`src/rtl/ctrl_pkg.sv`:
```
// Shared encodings for the multi-cycle ID-stage control unit: modes, opcodes,
// ALU commands, FSM states and ARM condition codes.
package ctrl_pkg;

  localparam logic [1:0] MODE_COMP = 2'b00;
  localparam logic [1:0] MODE_MEM  = 2'b01;
  localparam logic [1:0] MODE_BR   = 2'b10;
  localparam logic [1:0] MODE_ILL  = 2'b11;

  localparam logic [3:0] OP_AND = 4'b0000;
  localparam logic [3:0] OP_EOR = 4'b0001;
  localparam logic [3:0] OP_SUB = 4'b0010;
  localparam logic [3:0] OP_ADD = 4'b0100;
  localparam logic [3:0] OP_ADC = 4'b0101;
  localparam logic [3:0] OP_SBC = 4'b0110;
  localparam logic [3:0] OP_TST = 4'b1000;
  localparam logic [3:0] OP_CMP = 4'b1010;
  localparam logic [3:0] OP_ORR = 4'b1100;
  localparam logic [3:0] OP_MOV = 4'b1101;
  localparam logic [3:0] OP_MVN = 4'b1111;

  localparam logic [3:0] EXE_MOV = 4'b0001;
  localparam logic [3:0] EXE_ADD = 4'b0010;
  localparam logic [3:0] EXE_ADC = 4'b0011;
  localparam logic [3:0] EXE_SUB = 4'b0100;
  localparam logic [3:0] EXE_SBC = 4'b0101;
  localparam logic [3:0] EXE_AND = 4'b0110;
  localparam logic [3:0] EXE_ORR = 4'b0111;
  localparam logic [3:0] EXE_EOR = 4'b1000;
  localparam logic [3:0] EXE_MVN = 4'b1001;

  localparam logic [3:0] COND_EQ = 4'b0000;
  localparam logic [3:0] COND_NE = 4'b0001;
  localparam logic [3:0] COND_CS = 4'b0010;
  localparam logic [3:0] COND_CC = 4'b0011;
  localparam logic [3:0] COND_MI = 4'b0100;
  localparam logic [3:0] COND_PL = 4'b0101;
  localparam logic [3:0] COND_VS = 4'b0110;
  localparam logic [3:0] COND_VC = 4'b0111;
  localparam logic [3:0] COND_HI = 4'b1000;
  localparam logic [3:0] COND_LS = 4'b1001;
  localparam logic [3:0] COND_GE = 4'b1010;
  localparam logic [3:0] COND_LT = 4'b1011;
  localparam logic [3:0] COND_GT = 4'b1100;
  localparam logic [3:0] COND_LE = 4'b1101;
  localparam logic [3:0] COND_AL = 4'b1110;
  localparam logic [3:0] COND_NV = 4'b1111;

  typedef enum logic [1:0] {StIdle, StIssue, StMemWait} state_e;

  // sr is {N,Z,C,V}; NV is treated as never-execute.
  function automatic logic cond_pass(logic [3:0] cond, logic [3:0] sr);
    logic n, z, c, v;
    {n, z, c, v} = sr;
    case (cond)
      COND_EQ: return z;
      COND_NE: return ~z;
      COND_CS: return c;
      COND_CC: return ~c;
      COND_MI: return n;
      COND_PL: return ~n;
      COND_VS: return v;
      COND_VC: return ~v;
      COND_HI: return c & ~z;
      COND_LS: return ~c | z;
      COND_GE: return n == v;
      COND_LT: return n != v;
      COND_GT: return ~z & (n == v);
      COND_LE: return z | (n != v);
      COND_AL: return 1'b1;
      default: return 1'b0;
    endcase
  endfunction

endpackage

```
`src/rtl/ctrl_decode.sv`:
```
// Pure combinational decode of mode/op_code/S into the EXE/MEM/WB control bundle.
module ctrl_decode
  import ctrl_pkg::*;
#(
  parameter int unsigned OPC_W = 4,
  parameter int unsigned CMD_W = 4
) (
  input  logic [1:0]       mode,
  input  logic [OPC_W-1:0] op_code,
  input  logic             S,
  output logic [CMD_W-1:0] exe_cmd,
  output logic             mem_read,
  output logic             mem_write,
  output logic             wb_en,
  output logic             branch,
  output logic             update_sr,
  output logic             illegal,
  output logic             is_mem
);

  always_comb begin
    exe_cmd   = '0;
    mem_read  = 1'b0;
    mem_write = 1'b0;
    wb_en     = 1'b0;
    branch    = 1'b0;
    update_sr = 1'b0;
    illegal   = 1'b0;
    is_mem    = 1'b0;
    unique case (mode)
      MODE_COMP: begin
        wb_en     = 1'b1;
        update_sr = S;
        case (op_code)
          OPC_W'(OP_AND): exe_cmd = CMD_W'(EXE_AND);
          OPC_W'(OP_EOR): exe_cmd = CMD_W'(EXE_EOR);
          OPC_W'(OP_SUB): exe_cmd = CMD_W'(EXE_SUB);
          OPC_W'(OP_ADD): exe_cmd = CMD_W'(EXE_ADD);
          OPC_W'(OP_ADC): exe_cmd = CMD_W'(EXE_ADC);
          OPC_W'(OP_SBC): exe_cmd = CMD_W'(EXE_SBC);
          OPC_W'(OP_ORR): exe_cmd = CMD_W'(EXE_ORR);
          OPC_W'(OP_MOV): exe_cmd = CMD_W'(EXE_MOV);
          OPC_W'(OP_MVN): exe_cmd = CMD_W'(EXE_MVN);
          OPC_W'(OP_TST): begin
            exe_cmd   = CMD_W'(EXE_AND);
            wb_en     = 1'b0;
            update_sr = 1'b1;
          end
          OPC_W'(OP_CMP): begin
            exe_cmd   = CMD_W'(EXE_SUB);
            wb_en     = 1'b0;
            update_sr = 1'b1;
          end
          default: begin
            wb_en     = 1'b0;
            update_sr = 1'b0;
            illegal   = 1'b1;
          end
        endcase
      end
      MODE_MEM: begin
        exe_cmd   = CMD_W'(EXE_ADD);
        mem_read  = S;
        wb_en     = S;
        mem_write = ~S;
        is_mem    = 1'b1;
      end
      MODE_BR:  branch  = 1'b1;
      MODE_ILL: illegal = 1'b1;
    endcase
  end

endmodule

```
`src/rtl/ctrl_unit_mc.sv`:
```
// Registered, handshaked ID-stage control unit with memory-op timeout tracking.
// Define CTRL_UNIT_COND_EN to enable ARM condition evaluation at accept.
module ctrl_unit_mc
  import ctrl_pkg::*;
#(
  parameter int unsigned OPC_W       = 4,
  parameter int unsigned CMD_W       = 4,
  parameter int unsigned TIMEOUT_CYC = 16,
  parameter int unsigned CNT_W       = 16
) (
  input  logic             clk,
  input  logic             rst,
  input  logic             flush,
  input  logic             in_valid,
  output logic             in_ready,
  input  logic [1:0]       mode,
  input  logic [OPC_W-1:0] op_code,
  input  logic             S,
  input  logic [3:0]       cond,
  input  logic [3:0]       sr,
  output logic             out_valid,
  input  logic             out_ready,
  output logic [CMD_W-1:0] exe_cmd,
  output logic             mem_read,
  output logic             mem_write,
  output logic             wb_en,
  output logic             branch,
  output logic             update_sr,
  output logic             illegal,
  input  logic             mem_done,
  output logic             mem_busy,
  output logic             mem_err,
  output logic [CNT_W-1:0] instr_cnt
);

  localparam int unsigned TO_W = (TIMEOUT_CYC > 2) ? $clog2(TIMEOUT_CYC) : 1;

  state_e state_q, state_d;

  logic [CMD_W-1:0] dec_exe_cmd;
  logic dec_mem_read, dec_mem_write, dec_wb_en, dec_branch, dec_update_sr;
  logic dec_illegal, dec_is_mem;

  logic [CMD_W-1:0] exe_cmd_q;
  logic mem_read_q, mem_write_q, wb_en_q, branch_q, update_sr_q, illegal_q, is_mem_q;
  logic [TO_W-1:0]  to_cnt_q;
  logic [CNT_W-1:0] instr_cnt_q;

  logic exec, accept, to_hit;

  ctrl_decode #(
    .OPC_W(OPC_W),
    .CMD_W(CMD_W)
  ) u_decode (
    .mode     (mode),
    .op_code  (op_code),
    .S        (S),
    .exe_cmd  (dec_exe_cmd),
    .mem_read (dec_mem_read),
    .mem_write(dec_mem_write),
    .wb_en    (dec_wb_en),
    .branch   (dec_branch),
    .update_sr(dec_update_sr),
    .illegal  (dec_illegal),
    .is_mem   (dec_is_mem)
  );

`ifdef CTRL_UNIT_COND_EN
  assign exec = cond_pass(cond, sr);
`else
  logic unused_cond;
  assign unused_cond = ^{cond, sr};
  assign exec = 1'b1;
`endif

  assign accept = in_valid & in_ready & ~flush;
  assign to_hit = (to_cnt_q == TO_W'(TIMEOUT_CYC - 1));

  always_ff @(posedge clk or posedge rst) begin
    if (rst) state_q <= StIdle;
    else     state_q <= state_d;
  end

  always_comb begin
    state_d = state_q;
    case (state_q)
      StIdle: if (accept) state_d = StIssue;
      StIssue: begin
        if (flush)          state_d = StIdle;
        else if (out_ready) state_d = is_mem_q ? StMemWait : (accept ? StIssue : StIdle);
      end
      StMemWait: if (mem_done || to_hit) state_d = StIdle;
      default: state_d = StIdle;
    endcase
  end

  always_comb begin
    in_ready  = 1'b0;
    out_valid = 1'b0;
    mem_busy  = 1'b0;
    mem_err   = 1'b0;
    case (state_q)
      StIdle: in_ready = 1'b1;
      StIssue: begin
        out_valid = 1'b1;
        in_ready  = out_ready & ~is_mem_q;
      end
      StMemWait: begin
        mem_busy = 1'b1;
        mem_err  = to_hit & ~mem_done;
      end
      default: ;
    endcase
  end

  // Bundle loads only on accept, so it holds while out_valid & ~out_ready.
  always_ff @(posedge clk or posedge rst) begin
    if (rst) begin
      exe_cmd_q   <= '0;
      mem_read_q  <= 1'b0;
      mem_write_q <= 1'b0;
      wb_en_q     <= 1'b0;
      branch_q    <= 1'b0;
      update_sr_q <= 1'b0;
      illegal_q   <= 1'b0;
      is_mem_q    <= 1'b0;
      to_cnt_q    <= '0;
      instr_cnt_q <= '0;
    end else begin
      if (accept) begin
        exe_cmd_q   <= exec ? dec_exe_cmd : '0;
        mem_read_q  <= exec & dec_mem_read;
        mem_write_q <= exec & dec_mem_write;
        wb_en_q     <= exec & dec_wb_en;
        branch_q    <= exec & dec_branch;
        update_sr_q <= exec & dec_update_sr;
        illegal_q   <= dec_illegal;
        is_mem_q    <= exec & dec_is_mem;
        instr_cnt_q <= instr_cnt_q + CNT_W'(1);
      end else if (state_q == StIssue && (flush || out_ready)) begin
        exe_cmd_q   <= '0;
        mem_read_q  <= 1'b0;
        mem_write_q <= 1'b0;
        wb_en_q     <= 1'b0;
        branch_q    <= 1'b0;
        update_sr_q <= 1'b0;
        illegal_q   <= 1'b0;
        is_mem_q    <= 1'b0;
      end
      to_cnt_q <= (state_q == StMemWait) ? to_cnt_q + TO_W'(1) : '0;
    end
  end

  assign exe_cmd   = exe_cmd_q;
  assign mem_read  = mem_read_q;
  assign mem_write = mem_write_q;
  assign wb_en     = wb_en_q;
  assign branch    = branch_q;
  assign update_sr = update_sr_q;
  assign illegal   = illegal_q;
  assign instr_cnt = instr_cnt_q;

endmodule

```
`config.mk`:
```
export PLATFORM = sky130hd
export DESIGN_NAME = ctrl_unit_mc
export DESIGN_NICKNAME = d
export VERILOG_FILES = /design/src/rtl/ctrl_pkg.sv /design/src/rtl/ctrl_decode.sv /design/src/rtl/ctrl_unit_mc.sv
export SDC_FILE = /design/constraint.sdc
export NUM_CORES = 1
export LEC_CHECK = 0
export CAP_MARGIN = 10
export CORE_MARGIN = 3
export CORE_UTILIZATION = 46
export DETAILED_ROUTE_END_ITERATION = 10
export PLACE_DENSITY_LB_ADDON = 0.25
export SETUP_SLACK_MARGIN = 0.3
export SYNTH_ARGS = -nofsm -noshare
export SYNTH_HDL_FRONTEND = slang
export SYNTH_SLANG_ARGS = --single-unit
```
`constraint.sdc`:
```
create_clock -name clk -period 1.9 [get_ports clk]
set_input_delay 0.19 -clock clk [delete_from_list [all_inputs] [get_ports clk]]
set_output_delay 0.19 -clock clk [all_outputs]
set_load 0.1 [all_outputs]
```
# Word-level counts from Yosys, hierarchy flattened
# Index checks and enable logic that the tools add are counted.
[op_classes]
add_sub_neg = 2
reduce_logical = 13
n_bitwise = 8
n_mux = 34
eq_ne = 19
[op_table]
columns = ["operator", "n"]
rows = [
  ["$pmux 4 s9", 1],
  ["$eq 4x4->1 const B", 6],
  ["$mux 1", 19],
  ["$add 16x1->16 const B", 1],
  ["$eq 4x3->1 const B", 3],
  ["$mux 4", 3],
  ["$reduce_or 11->1", 1],
  ["$mux 2", 5],
  ["$reduce_or 9->1", 1],
  ["$pmux 1 s2", 4],
  ["$pmux 4 s2", 1],
  ["$eq 2x2->1 const B", 3],
  ["$pmux 2 s3", 1],
  ["$reduce_or 2->1", 3],
  ["$add 4x1->4 const B", 1],
  ["$and 1x1->1", 4],
  ["$eq 2x1->1 const B", 2],
  ["$eq 4x1->1 const B", 1],
  ["$eq 4x2->1 const B", 1],
  ["$logic_not 2->1", 2],
  ["$logic_not 4->1", 1],
  ["$ne 2x2->1 const B", 2],
  ["$not 1->1", 4],
  ["$ne 3x3->1 const B", 1],
  ["4 further kinds", 5],
]
[word_totals]
output_inout_bits = 30
register_bits = 33
wordCells = 87

# Depth between registers and ports, before layout
[logic_depth]
depth_word = 10
mapped_depth = 6
mapped_depth_nobuf = 5

# Modules after synthesis
# From an unflattened synthesis, not the netlist that was laid out.
[hier_totals]
hier_cells = 170
hier_area_um2 = 1699.1
[modules_own_cells]
columns = ["module", "instances", "cells_per_inst", "area_per_inst_um2", "seq_area_each_um2"]
rows = [
  ["ctrl_unit_mc", 1, 137, 1442.6, 825.8],
  ["ctrl_decode", 1, 33, 256.5, 0.0],
]

# Worst setup path after synthesis
# OpenSTA, ideal clock, no wires.
[synth_path]
path_kind = "flip-flop to output port"
startpoint = "register state_q[0]"
endpoint = "output mem_err"
n_path_buf = 1
slack_ps = -1115
path_stages_with_launch = 4
t_arrival_ps = 2825
path_cell_list = "dfrtp_1 -> buf_2 -> nand2b_1 -> nor3_1"
[synth_via]
elab_chain_len = 2
[synth_lines]
columns = ["element", "line", "source"]
rows = [
  ["start, declared", "ctrl_unit_mc.sv:38", "state_e state_q, state_d;"],
  ["start signal, assigned", "ctrl_unit_mc.sv:80", "if (rst) state_q <= StIdle;"],
  ["start signal, assigned", "ctrl_unit_mc.sv:81", "else state_q <= state_d;"],
  ["$eq 2x2->1", "ctrl_unit_mc.sv:102", "case (state_q)"],
  ["$mux 1", "ctrl_unit_mc.sv:102", ""],
  ["end, declared", "ctrl_unit_mc.sv:32", "output logic mem_err,"],
]
# Every way passes these cells.

# Final worst setup path
[layout_path]
startpoint = "register state_q[1]"
endpoint = "register instr_cnt_q[14] (netlist: instr_cnt[14])"
[layout_via]
elab_chain_len = 4
elab_cells_between_ends = 5
cone_classes = "1 x eq/ne; 1 x mux; 2 x bitwise; 1 x reduce/logical"
[layout_lines]
columns = ["element", "line", "source"]
rows = [
  ["$eq 2x1->1 / $logic_not 2->1 (equally long branches)", "ctrl_unit_mc.sv:102", ""],
  ["$pmux 1 s2 *", "ctrl_unit_mc.sv:102", ""],
  ["$and 1x1->1 * (2 in series)", "ctrl_unit_mc.sv:76", "assign accept = in_valid & in_ready & ~flush;"],
  ["end signal, assigned", "ctrl_unit_mc.sv:139", "instr_cnt_q <= instr_cnt_q + CNT_W'(1);"],
  ["end, declared", "ctrl_unit_mc.sv:47", "logic [CNT_W-1:0] instr_cnt_q;"],
]
# Every way passes the cells marked *; elsewhere a longest branch is shown, timed or not.
# A chain may end at the register's enable or synchronous reset.

==> metrics.md <==
| Metric | Value |
|---|---|
| GR Layer Usage met3 | `0.0479` |
| Main synth FF type | `dfrtp_1` |
| DR WL/cell | `14.4 um` |
| P_leak | `1.14 nW` |
| Final min period | `1750 ps` |
| Fmax | `0.571 GHz` |
| Clock transition at the registers of the reported paths | `100 ps` |
| FF-to-FF path depth | `5` |
| Final clock skew | `7.16 ps` |
| Largest net degree at the start of global routing | `13` |
| Clk sink count | `33` |
| Power density over cell area | `932 nW/um2` |
| Number of global-route vias before repair | `1364` |
| DIE AREA | `4320 um2` |
| Share of layout cells above drive strength 1 | `0.432` |
| Asr flop ratio synth | `1.00` |
| Reg-to-reg startpoint | `state_q[1]` |
| Area delta synth->final | `49.2%` |
| GPL Wtd Cong | `0.786` |
| Rel. slew slack | `0.731` |
| Routed Antenna Nets | `0` |
| Busiest grt layer | `met2` |
| I/O Buffers | `42` |
| Outcome | `finished, final reports clean` |
| Syn_area_per_cell | `10.9 um2` |
| Critical path endpoint category | `register` |
| M1 GR Usage | `0.207` |
| DR iter-0 viols | `52` |
| Worst path slowest cell | `dfrtp_1` |
| Worst stage delay on the critical path | `420 ps` |
| Worst reg2reg path endpoint | `instr_cnt[14]` |
| Critical Path Fanout Max | `3` |
| Final hold vios | `0` |
| #FFs+latches synth | `33` |
| CP required | `2130 ps` |
| Max Cap Violations | `0` |
| Die height | `65.7 um` |
| Initial antenna violation count | `0` |
| Place WS | `-122 ps` |
| Crit-path cells | `or3b_4 -> a2111oi_4 -> buf_4 -> nand3_1 -> xnor2_1` |
| Post-Syn Nets | `178` |
| Peak VDD IR | `0.000395 V` |
| FP Rows | `21` |
| Setup violators final | `0` |
| First-pass GRT wire length | `6.06 mm` |
| Die width | `65.7 um` |
| # DRC | `0` |
| Post-route core utilization | `0.722` |
| GRT Residual Overflow | `0` |
| Post-DP HPWL | `2.75 mm` |
| Mapped Area | `1640 um2` |
| Final Slew Violations | `0` |
| Worst hold slack | `132 ps` |
| Critical path class | `register to register` |
| Tot GR Track Use | `0.187` |
| Register-to-register setup slack | `150 ps` |
| Clk_lat worst skew | `330 ps` |
| Fin Setup TNS | `0 ps` |
| Period utilisation layout | `0.921` |
| Top Family by Delay on Critical Path | `simple AND/OR/NAND/NOR gates` |
| Worst setup SP type | `register` |
| Initial Utilization | `0.484` |
| Final-stage net count | `246` |
| H-tree depth | `2` |
| DRT Wirelength | `3.84 mm` |
| Post-synth EDFFs | `0` |
| ANT cells | `0` |
| TritonCTS clock tree | `yes` |
| GRT met2 Usage | `0.338` |
| Via density | `5.18` |
| Worst slew pin tran | `402 ps` |
| CORE AREA | `3390 um2` |
| RSZ-0062 raised after global routing | `yes` |
| Design Power | `2.28 mW` |
| Vias | `1379` |
| Syn Inst Count | `151` |
| Num ports | `51` |
| Post-synth cell types | `37` |
| Clock buffer depth | `2` |
| Seq/Total Area, Yosys | `0.503` |
| Cts bufs inserted | `5` |
| Bufs and invs on worst path | `1` |
| Initial DRT Pass Iterations | `4` |
| Hold-fix buffers, CTS | `0` |
| Setup WS post-layout | `150 ps` |
| Hold Path Class | `input port to async pin` |
| Root Buffer | `clkbuf_4` |
| Arr. time, crit path | `1980 ps` |
| Yosys warns | `0` |
[synthesized netlist by cell type (2+ instances only)]
library cell	instances	area [um2]
ha_1	6	75.1
buf_2	2	10.0
and3_1	2	12.5
xor2_1	5	43.8
nand4_1	2	12.5
xnor2_1	14	123
nand3_1	7	35.0
o21ai_0	8	40.0
nand2_1	17	63.8
a21oi_1	5	25.0
dfrtp_1	33	826
inv_1	8	30.0
clkbuf_1	2	7.51
o31ai_1	3	22.5
nor2b_1	3	18.8
a2111oi_4	2	55.1
a32o_1	2	20.0
and4_1	4	35.0
and2_1	2	12.5
nor3_1	3	15.0
nor2_1	5	18.8
[cell families (layout without fill, tap and decap cells)]
group,after synthesis,count (layout),synth area share
xor+xnor,19,19,0.101
flops,33,33,0.503
compound gates,27,27,0.134
mux,1,1,0.00686
simple gates,52,52,0.175
fa+ha+maj,6,6,0.0458
buf+inv,13,82,0.0336
[state kept, by name, indices dropped and copies added, names as in the netlist]
name,count
is_mem_q,1
wb_en,1
illegal,1
branch,1
instr_cnt,16
exe_cmd,4
update_sr,1
mem_write,1
to_cnt_q,4
mem_read,1
state_q,2
[routing by layer]
layer / share of wire / wire, um / vias up
li1: - / - / 665
met1: 0.41 / 1590 / 679
met2: 0.52 / 2010 / 29
met3: 0.044 / 169 / 6
met4: 0.016 / 63 / 0
met5: 0 / 0 / -
[placed cells by master, fill, tap and decap left out, types with 3 or more instances in the layout]
| cell type | Yosys | final |
|---|---|---|
| inv_1 | 8 | 6 |
| clkdlybuf4s50_1 | 0 | 12 |
| a21oi_1 | 5 | 4 |
| nand2_1 | 17 | 16 |
| buf_12 | 0 | 4 |
| o21ai_0 | 8 | 5 |
| dfrtp_1 | 33 | 20 |
| ha_1 | 6 | 4 |
| buf_4 | 1 | 48 |
| xnor2_1 | 14 | 12 |
| dfrtp_4 | 0 | 5 |
| nor2b_1 | 3 | 3 |
| and4_1 | 4 | 4 |
| nand3_1 | 7 | 4 |
| xor2_1 | 5 | 5 |
| clkbuf_4 | 0 | 5 |
| nor2_1 | 5 | 5 |
| o21ai_1 | 0 | 3 |
| dfrtp_2 | 0 | 8 |
[where the power goes]
group / switching (mW) / leakage [nW] / internal (mW)
combinational: 0.722 / 0.684 / 0.267
sequential: 0.0992 / 0.427 / 0.810
clock: 0.237 / 0.0255 / 0.146
total: 1.06 / 1.14 / 1.22
[worst max path at each step]
stage	from	end	slack [ps]	cells past startpoint
3_3_place_gp	out_ready	instr_cnt[8]	-110	5
5_1_grt	state_q[1]	instr_cnt[14]	110	5
4_1_cts	is_mem_q	in_ready	220	4
2_1_floorplan	is_mem_q	in_ready	100	2
6_report	state_q[1]	instr_cnt[14]	150	5
3_5_place_dp	out_ready	instr_cnt[8]	-120	5
[stage by stage]
step,instances,area (um2)
2_1_floorplan,151,1720
3_3_place_gp,245,2220
3_5_place_dp,245,2220
4_1_cts,258,2330
5_1_grt,266,2450
6_report,266,2450
[what timing repair did]
| item | CTS | global route |
|---|---|---|
| resized for setup | 5 | 13 |
| buffers inserted | 5 | 8 |
| hold endpoints to repair | 0 | 0 |
| setup endpoints to repair | 14 | 23 |
| pin swaps | 4 | 8 |
[cell type report]
type,count,area (um2)
fill,240,942
multi-input combinational,105,866
clock inverter,1,7.51
clock buffer,7,45.0
timing repair buffer,66,583
sequential,33,855
inverter,8,33.8
tap,46,57.6
Note: power is estimated with default switching activity, not from simulation.
